<file path="config.mk">
export PLATFORM = sky130hd
export DESIGN_NAME = pc_unit
export DESIGN_NICKNAME = d
export VERILOG_FILES = /design/src/rtl/mips_pkg.sv /design/src/rtl/perf_counter.sv /design/src/rtl/pc_unit.sv
export SDC_FILE = /design/constraint.sdc
export NUM_CORES = 1
export LEC_CHECK = 0
export CAP_MARGIN = 20
export CORE_MARGIN = 2
export CORE_UTILIZATION = 52
export DETAILED_ROUTE_END_ITERATION = 12
export PLACE_DENSITY_LB_ADDON = 0.15
export SYNTH_ARGS = -nofsm -noshare
export SYNTH_HDL_FRONTEND = slang
export SYNTH_SLANG_ARGS = --single-unit
</file>
<file path="constraint.sdc">
create_clock -name clock -period 5.4 [get_ports clock]
set_input_delay 1.08 -clock clock [delete_from_list [all_inputs] [get_ports clock]]
set_output_delay 1.08 -clock clock [all_outputs]
set_load 0.005 [all_outputs]
</file>
<file path="src/rtl/mips_pkg.sv">
// Shared definitions for the MIPS fetch-stage PC and performance-counter block.
package mips_pkg;

  localparam int unsigned PC_W_DEFAULT  = 32;
  localparam int unsigned CNT_W_DEFAULT = 32;
  localparam logic [31:0] EXC_VECTOR    = 32'h0000_0080;

  typedef enum logic [1:0] {
    NONE   = 2'd0,
    BRANCH = 2'd1,
    JUMP   = 2'd2,
    EXC    = 2'd3
  } redirect_kind_e;

endpackage

</file>
<file path="src/rtl/perf_counter.sv">
// Event counter with sticky overflow flag; wraps or saturates at all-ones.
module perf_counter #(
  parameter int unsigned WIDTH = mips_pkg::CNT_W_DEFAULT,
  parameter bit          SAT   = 1'b0
) (
  input  logic             clock,
  input  logic             reset,
  input  logic             inc,
  input  logic             clr,
  output logic [WIDTH-1:0] count,
  output logic             ovf
);

  logic [WIDTH-1:0] count_q, count_d;
  logic             ovf_q, ovf_d;
  logic             at_max;

  assign at_max = &count_q;

  // Clear takes priority over a simultaneous increment.
  always_comb begin
    count_d = count_q;
    ovf_d   = ovf_q;
    if (clr) begin
      count_d = '0;
      ovf_d   = 1'b0;
    end else if (inc) begin
      if (at_max) begin
        ovf_d   = 1'b1;
        count_d = SAT ? count_q : '0;
      end else begin
        count_d = count_q + WIDTH'(1);
      end
    end
  end

  always_ff @(posedge clock or negedge reset) begin
    if (!reset) begin
      count_q <= '0;
      ovf_q   <= 1'b0;
    end else begin
      count_q <= count_d;
      ovf_q   <= ovf_d;
    end
  end

  assign count = count_q;
  assign ovf   = ovf_q;

endmodule

</file>
<file path="src/rtl/pc_unit.sv">
// Fetch-stage program counter with stall-safe redirect capture, plus cycle and
// retired-instruction counters.
module pc_unit
  import mips_pkg::*;
#(
  parameter int unsigned     PC_W         = PC_W_DEFAULT,
  parameter int unsigned     CNT_W        = CNT_W_DEFAULT,
  parameter logic [PC_W-1:0] RESET_PC     = '0,
  parameter logic [31:0]     EXC_VEC      = EXC_VECTOR,
  parameter int unsigned     OFFSET_SHIFT = 2,
  parameter bit              SAT_COUNT    = 1'b0
) (
  input  logic              clock,
  input  logic              reset,
  input  logic              stall,
  input  logic              branch_taken,
  input  logic [15:0]       branch_offset,
  input  logic              jump,
  input  logic [PC_W-1:0]   jump_target,
  input  logic              exception,
  input  logic              retire,
  input  logic              count_clr,
  output logic [PC_W-1:0]   pc,
  output logic [PC_W-1:0]   pc_plus4,
  output logic              redirect_pending,
  output logic              misaligned,
  output logic [CNT_W-1:0]  cycle_count,
  output logic [CNT_W-1:0]  instret_count,
  output logic              cycle_ovf,
  output logic              instret_ovf
);

  localparam logic [PC_W-1:0] EXC_PC = PC_W'(EXC_VEC);

  logic [PC_W-1:0] pc_q, pc_d;
  logic            pend_valid_q, pend_valid_d;
  logic            pend_exc_q, pend_exc_d;
  logic [PC_W-1:0] pend_target_q, pend_target_d;

  logic [PC_W-1:0] seq_pc;
  logic [PC_W-1:0] boff_ext;
  logic [PC_W-1:0] branch_pc;
  redirect_kind_e  live_kind;
  logic [PC_W-1:0] live_target;
  logic            live_valid;
  logic            pend_is_exc;

  assign seq_pc    = pc_q + PC_W'(4);
  assign boff_ext  = PC_W'($signed(branch_offset));
  assign branch_pc = seq_pc + (boff_ext << OFFSET_SHIFT);

  always_comb begin
    live_kind   = NONE;
    live_target = seq_pc;
    if (exception) begin
      live_kind   = EXC;
      live_target = EXC_PC;
    end else if (jump) begin
      live_kind   = JUMP;
      live_target = jump_target;
    end else if (branch_taken) begin
      live_kind   = BRANCH;
      live_target = branch_pc;
    end
  end

  assign live_valid  = (live_kind != NONE);
  assign pend_is_exc = pend_valid_q && pend_exc_q;

  // A captured exception beats everything; otherwise a live redirect beats a
  // stale captured one when the stall drops.
  always_comb begin
    pc_d          = pc_q;
    pend_valid_d  = pend_valid_q;
    pend_exc_d    = pend_exc_q;
    pend_target_d = pend_target_q;
    if (!stall) begin
      pend_valid_d = 1'b0;
      pend_exc_d   = 1'b0;
      if (pend_is_exc)       pc_d = pend_target_q;
      else if (live_valid)   pc_d = live_target;
      else if (pend_valid_q) pc_d = pend_target_q;
      else                   pc_d = seq_pc;
    end else if (live_valid && !(pend_is_exc && live_kind != EXC)) begin
      pend_valid_d  = 1'b1;
      pend_exc_d    = (live_kind == EXC);
      pend_target_d = live_target;
    end
  end

  always_ff @(posedge clock or negedge reset) begin
    if (!reset) begin
      pc_q          <= RESET_PC;
      pend_valid_q  <= 1'b0;
      pend_exc_q    <= 1'b0;
      pend_target_q <= '0;
    end else begin
      pc_q          <= pc_d;
      pend_valid_q  <= pend_valid_d;
      pend_exc_q    <= pend_exc_d;
      pend_target_q <= pend_target_d;
    end
  end

  assign pc               = pc_q;
  assign pc_plus4         = seq_pc;
  assign redirect_pending = pend_valid_q;
  assign misaligned       = |pc_q[1:0];

  perf_counter #(.WIDTH(CNT_W), .SAT(SAT_COUNT)) u_cycle (
    .clock (clock),
    .reset (reset),
    .inc   (1'b1),
    .clr   (count_clr),
    .count (cycle_count),
    .ovf   (cycle_ovf)
  );

  perf_counter #(.WIDTH(CNT_W), .SAT(SAT_COUNT)) u_instret (
    .clock (clock),
    .reset (reset),
    .inc   (retire),
    .clr   (count_clr),
    .count (instret_count),
    .ovf   (instret_ovf)
  );

endmodule
</file>
# Word-level counts from Yosys, hierarchy flattened
# Index checks and enable logic that the tools add are counted.
[classes]
reduce_logical = 13
addsub = 4
muxes = 23
eq_ne = 3
[ops]
columns = ["cell", "count"]
rows = [
  ["$mux W32", 11],
  ["$add A32 B1 Y32 const B", 2],
  ["$reduce_and A32 Y1", 2],
  ["$add A32 B3 Y32 const B", 1],
  ["$add A32 B32 Y32", 1],
  ["$mux W1", 10],
  ["$reduce_bool A2 Y1", 4],
  ["$mux W2", 2],
  ["$reduce_and A2 Y1", 2],
  ["$logic_and A1 B1 Y1", 3],
  ["$eq A2 B2 Y1 const B", 1],
  ["$ne A2 B1 Y1 const B", 1],
  ["$ne A2 B2 Y1 const B", 1],
  ["$reduce_or A2 Y1", 1],
  ["$logic_not A1 Y1", 1],
]
[totals]
inputBits = 56
ff_bits = 132
output_inout_bits = 132
elab_cells = 51

# Depth between registers and ports, before layout
[depth]
ltp_word = 9
mapped_depth = 18
mapped_depth_nobuf = 16

# By module
# A second synthesis with hierarchy kept.
[unflattened]
hier_cells = 1037
hier_area_um2 = 9178.8
[by_module_without_submodules]
columns = ["module", "area_per_inst_um2", "cells_per_inst", "seq_area_each_um2", "instances"]
rows = [
  ["pc_unit", 5808.1, 695, 1651.6, 1],
  ["perf_counter", 1685.4, 171, 825.8, 2],
]

# Least setup slack after synthesis
# Ideal clock, no wire load.
[synth_path]
path_kind = "reg2reg"
from = "register pc_q[12], in the netlist pc[12]"
to = "register pend_target_q[30]"
path_stages_with_launch = 17
period_less_slack_ns = 4.043
setup_slack_ns = 1.357
t_required_ns = 5.297
setup_time_ns = 0.103
n_path_buf = 2
arrival_ns = 3.940
cell_sequence = "dfrtp_1 -> nand3_2 -> or4b_4 -> or2_1 -> buf_6 -> nor3_2 -> xor2_1 -> ha_1 -> clkbuf_1 -> a21o_1 -> a21o_1 -> a21oi_1 -> o21ai_0 -> a21o_1 -> a22o_1 -> a311o_1 -> o41ai_2"
[synth_between]
elab_chain_cells = 5
[synth_lines]
columns = ["element", "line", "text"]
rows = [
  ["start: declaration", "pc_unit.sv:35", "logic [PC_W-1:0] pc_q, pc_d;"],
  ["start signal: assignment", "pc_unit.sv:98", "pc_q <= pc_d;"],
  ["$add A32 B3 Y32", "pc_unit.sv:48", "assign seq_pc = pc_q + PC_W'(4);"],
  ["net pc_plus4[23]", "pc_unit.sv:24", "output logic [PC_W-1:0] pc_plus4,"],
  ["$add A32 B32 Y32", "pc_unit.sv:50", "assign branch_pc = seq_pc + (boff_ext << OFFSET_SHIFT);"],
  ["$mux W32", "pc_unit.sv:61", "end else if (branch_taken) begin"],
  ["$mux W32", "pc_unit.sv:58", "end else if (jump) begin"],
  ["$mux W32", "pc_unit.sv:55", "if (exception) begin"],
  ["end signal: assignment", "pc_unit.sv:101", "pend_target_q <= pend_target_d;"],
  ["end: declaration", "pc_unit.sv:38", "logic [PC_W-1:0] pend_target_q, pend_target_d;"],
]
# The timed path passes the listed nets, and every way through them passes these cells.
# A chain may end at the register's enable or synchronous reset.

# Worst setup path in the final report
[layout_path]
from = "register pc_q[2], in the netlist pc[2]"
to = "register pend_target_q[31]"
[layout_between]
elab_chain_cells = 5
[layout_lines]
columns = ["element", "line"]
rows = [
  ["$add A32 B3 Y32 (*)", "pc_unit.sv:48"],
  ["$add A32 B32 Y32", "pc_unit.sv:50"],
  ["$mux W32 (*)", "pc_unit.sv:61"],
  ["$mux W32 (*)", "pc_unit.sv:58"],
  ["$mux W32 (*)", "pc_unit.sv:55"],
]
# Every way passes the cells marked *; elsewhere a longest branch is shown, timed or not.

==> out/summary.txt <==
largest net degree at the start of global routing: 93
hold crit path type: reg2reg
DRT iter0 DRCs: 949
final critical-path share of the clock period: 88.7%
#FFs+latches synth: 132
fin nets: 1330
core area: 0.0171 mm2
Mapped Avg Cell Area: 8.42 um2
Starting Density: 52.6%
hpwl dp: 19800 um
Worst Hold Path EP: pend_target_q[23]$_DFFE_PN0P_
Die ar.: 0.0184 mm2
R2R cell count: 15
clk slew on worst S/H paths: 60 ps
Vias: 8845
DRT Pass-1 Iters: 5
post_cts resized: 0
initial antenna violation count: 0
Vias per Instance: 6.00
Syn Std Cell Area: 0.00901 mm2
RSZ-0062 raised after global routing: no
Slew HR: 31.3%
worst skew pair latency: 430 ps
setup_tns: 0 ps
Power Dens Cells: 288 mW/mm2
Slew @ Worst Pin: 1030 ps
Peak VDD IR: 0.247 mV
HP Start: pend_target_q[23]$_DFFE_PN0P_
Crit Path Max Fanout: 8
cts bufs inserted: 17
Place WS: 706 ps
vias in the first global route: 8290
RR Endpoint: pend_target_q[31]$_DFFE_PN0P_
Clock Tree Buf Depth: 2
Reg2Reg Setup Slack: 610 ps
Final setup violation count: 0
EDFF count, synth: 0
PortBufs: 187
Syn Inst Count: 1070
H-tree depth: 4
Worst Path Required: 5740 ps
Startpoint Class: register
TritonCTS Sinks: 132
Async S/R FF share, synth: 100%
Max Slew Vio Count: 0
post-synthesis sequential area ratio: 36.7%
critical path class: reg2reg
post-CTS setup buffer count: 0
slowest CP cell: nor3_1
register area: 0.00330 mm2
worst r2r src: pc[2]$_DFFE_PN0N_
Main synth FF type: dfrtp_1
Antenna Cells: 0
CTS tree: done
Die H: 136 um
crit-path cells: ha_1 > nand4_1 > nor3_1 > nand3_1 > xnor2_1 > ha_1 > a21oi_1 > o22ai_1 > a2111oi_0 > o21ai_0 > a21oi_1 > a41oi_1 > nor3_1 > and4b_1 > a31oi_1
fillcell total: 1417
CP Data Arrival Time: 5140 ps
Yosys cell types: 76
Routed wire per std cell: 19.0 um
Leakage: 0.00504 uW
num ports: 188
outcome: finished, final reports clean
Hold Buf Count CTS: 0
final-report hold violation count: 0
post-layout minimum cycle time: 4790 ps
WL final: 28000 um
die width: 136 um
clock root buffer: clkbuf_16
endpoint class of the critical path: register
layout cells sized above 1: 6.16%
GRT Resource Usage Total: 30.6%
Synth warnings: 0
Antenna Nets Post-Route: 0
final RePlAce weighted congestion: 0.974
max_cap viols: 0
WHS Path Cells: 2
GRT overflow: 0
Multi-input gate area: 0.00534 mm2
# DRC: 0
# rows: 48
Fmax: 0.209 GHz
skew final: 10.2 ps
first-pass GRT wire length: 44000 um
Syn Nets: 1163
Final WS setup: 609 ps
Crit path largest cell delay: 700 ps
area grow syn2layout: 29.5%
## cell usage in the layout (no fill, tap or decap), drive strengths merged, types with 23 or more instances in the layout
cell | synthesis | layout
a21oi | 90 | 90
ha | 36 | 36
nand3 | 41 | 41
nor2 | 138 | 138
inv | 39 | 46
xor2 | 53 | 53
nand4 | 29 | 29
xnor2 | 53 | 53
o21ai | 52 | 52
dfrtp | 132 | 132
nand2 | 108 | 108
nor3 | 25 | 25
clkdlybuf4s50 | 0 | 184
a21o | 23 | 23
## synth_stat cells, types with 8 or more instances
cell type | number | area (um2)
a211oi_1 | 11 | 82.6
a21o_1 | 23 | 173
a21oi_1 | 89 | 445
a221o_1 | 8 | 80.1
a221oi_1 | 11 | 96.3
a31oi_1 | 9 | 56.3
and3_1 | 15 | 93.8
and4_1 | 8 | 70.1
clkbuf_1 | 40 | 150
dfrtp_1 | 132 | 3300
ha_1 | 36 | 450
inv_1 | 39 | 146
mux2i_1 | 10 | 100
nand2_1 | 108 | 405
nand2b_1 | 10 | 62.6
nand3_1 | 40 | 200
nand4_1 | 27 | 169
nor2_1 | 138 | 518
nor2b_1 | 9 | 56.3
nor3_1 | 22 | 110
o21ai_0 | 48 | 240
o22ai_1 | 8 | 50.1
o31ai_1 | 9 | 67.6
xnor2_1 | 51 | 447
xor2_1 | 53 | 464
## flip-flops by register name, indices dropped and copies added, names as in the netlist
register / flops
u_instret.ovf: 1
pend_target_q: 32
u_cycle.count: 32
redirect_pending: 1
u_cycle.ovf: 1
pend_exc_q: 1
pc: 32
u_instret.count: 32
## worst max path at each step
stage,cells past startpoint,to,startpoint,slack (ps)
floorplan,16,pend_target_q[30]$_DFFE_PN0P_,pc[12]$_DFFE_PN0N_,1360
global placement,15,pend_target_q[31]$_DFFE_PN0P_,pc[2]$_DFFE_PN0N_,910
detailed placement,15,pend_target_q[31]$_DFFE_PN0P_,pc[2]$_DFFE_PN0N_,710
CTS,15,pend_target_q[31]$_DFFE_PN0P_,pc[2]$_DFFE_PN0N_,700
global route,15,pend_target_q[31]$_DFFE_PN0P_,pc[2]$_DFFE_PN0N_,150
finish,15,pend_target_q[31]$_DFFE_PN0P_,pc[2]$_DFFE_PN0N_,610
## report_power, final
group          internal, uW  switching (uW)  total (uW)  leakage (uW)
Sequential             1060            81.4        1140       0.00174
Clock                   754             492        1250      0.000308
Combinational           448             529         977       0.00300
Total                  2260            1100        3360       0.00504
## per-layer routing
layer  vias to the layer above  wire, um  global-route usage, %
met1                      4233     11600                   40.1
met2                       412     13200                   49.0
li1                       4139         -                      -
met5                         -         0                      0
met3                        61      2440                   7.44
met4                         0       767                   11.9
## layout make-up
type	instances	share of cell area, %
multi-input combinational	844	45.7
tap	225	2.41
sequential	132	28.3
inverter	42	1.36
clock inverter	14	1.62
clock buffer	18	3.76
timing repair buffer	200	16.8
## worst max-delay path: cells and delay by family (launching register included)
family                   cells  cell delay, ps
flip-flops                   1             430
AND/OR/NAND/NOR              5            1580
AO/OA/AOI/OAI                7            1670
XOR/XNOR                     1             380
adder cells (fa/ha/maj)      2             630
## per-stage QoR
step / utilization [%] / area [um2] / hold slack (ps) / cells / total power [uW]
global placement: 64.5 / 11000 / 454 / 1443 / 2110
detailed placement: 64.5 / 11000 / 457 / 1443 / 2120
global route: 68.2 / 11700 / 501 / 1475 / 3530
floorplan: - / 9010 / 440 / 1070 / 1730
finish: 68.2 / 11700 / 475 / 1475 / 3360
CTS: 68.2 / 11700 / 471 / 1475 / 3360
## kinds of logic after synthesis
kind of cell	share of synthesized area, %
AOI/OAI and AO/OA	19.5
buffers and inverters	4.25
muxes	1.49
adders and majority gates	5.22
and+or+nand+nor	22.4
DFF	36.7
xor gates and xnor gates	10.5
Note: power is estimated with default switching activity, not from simulation.
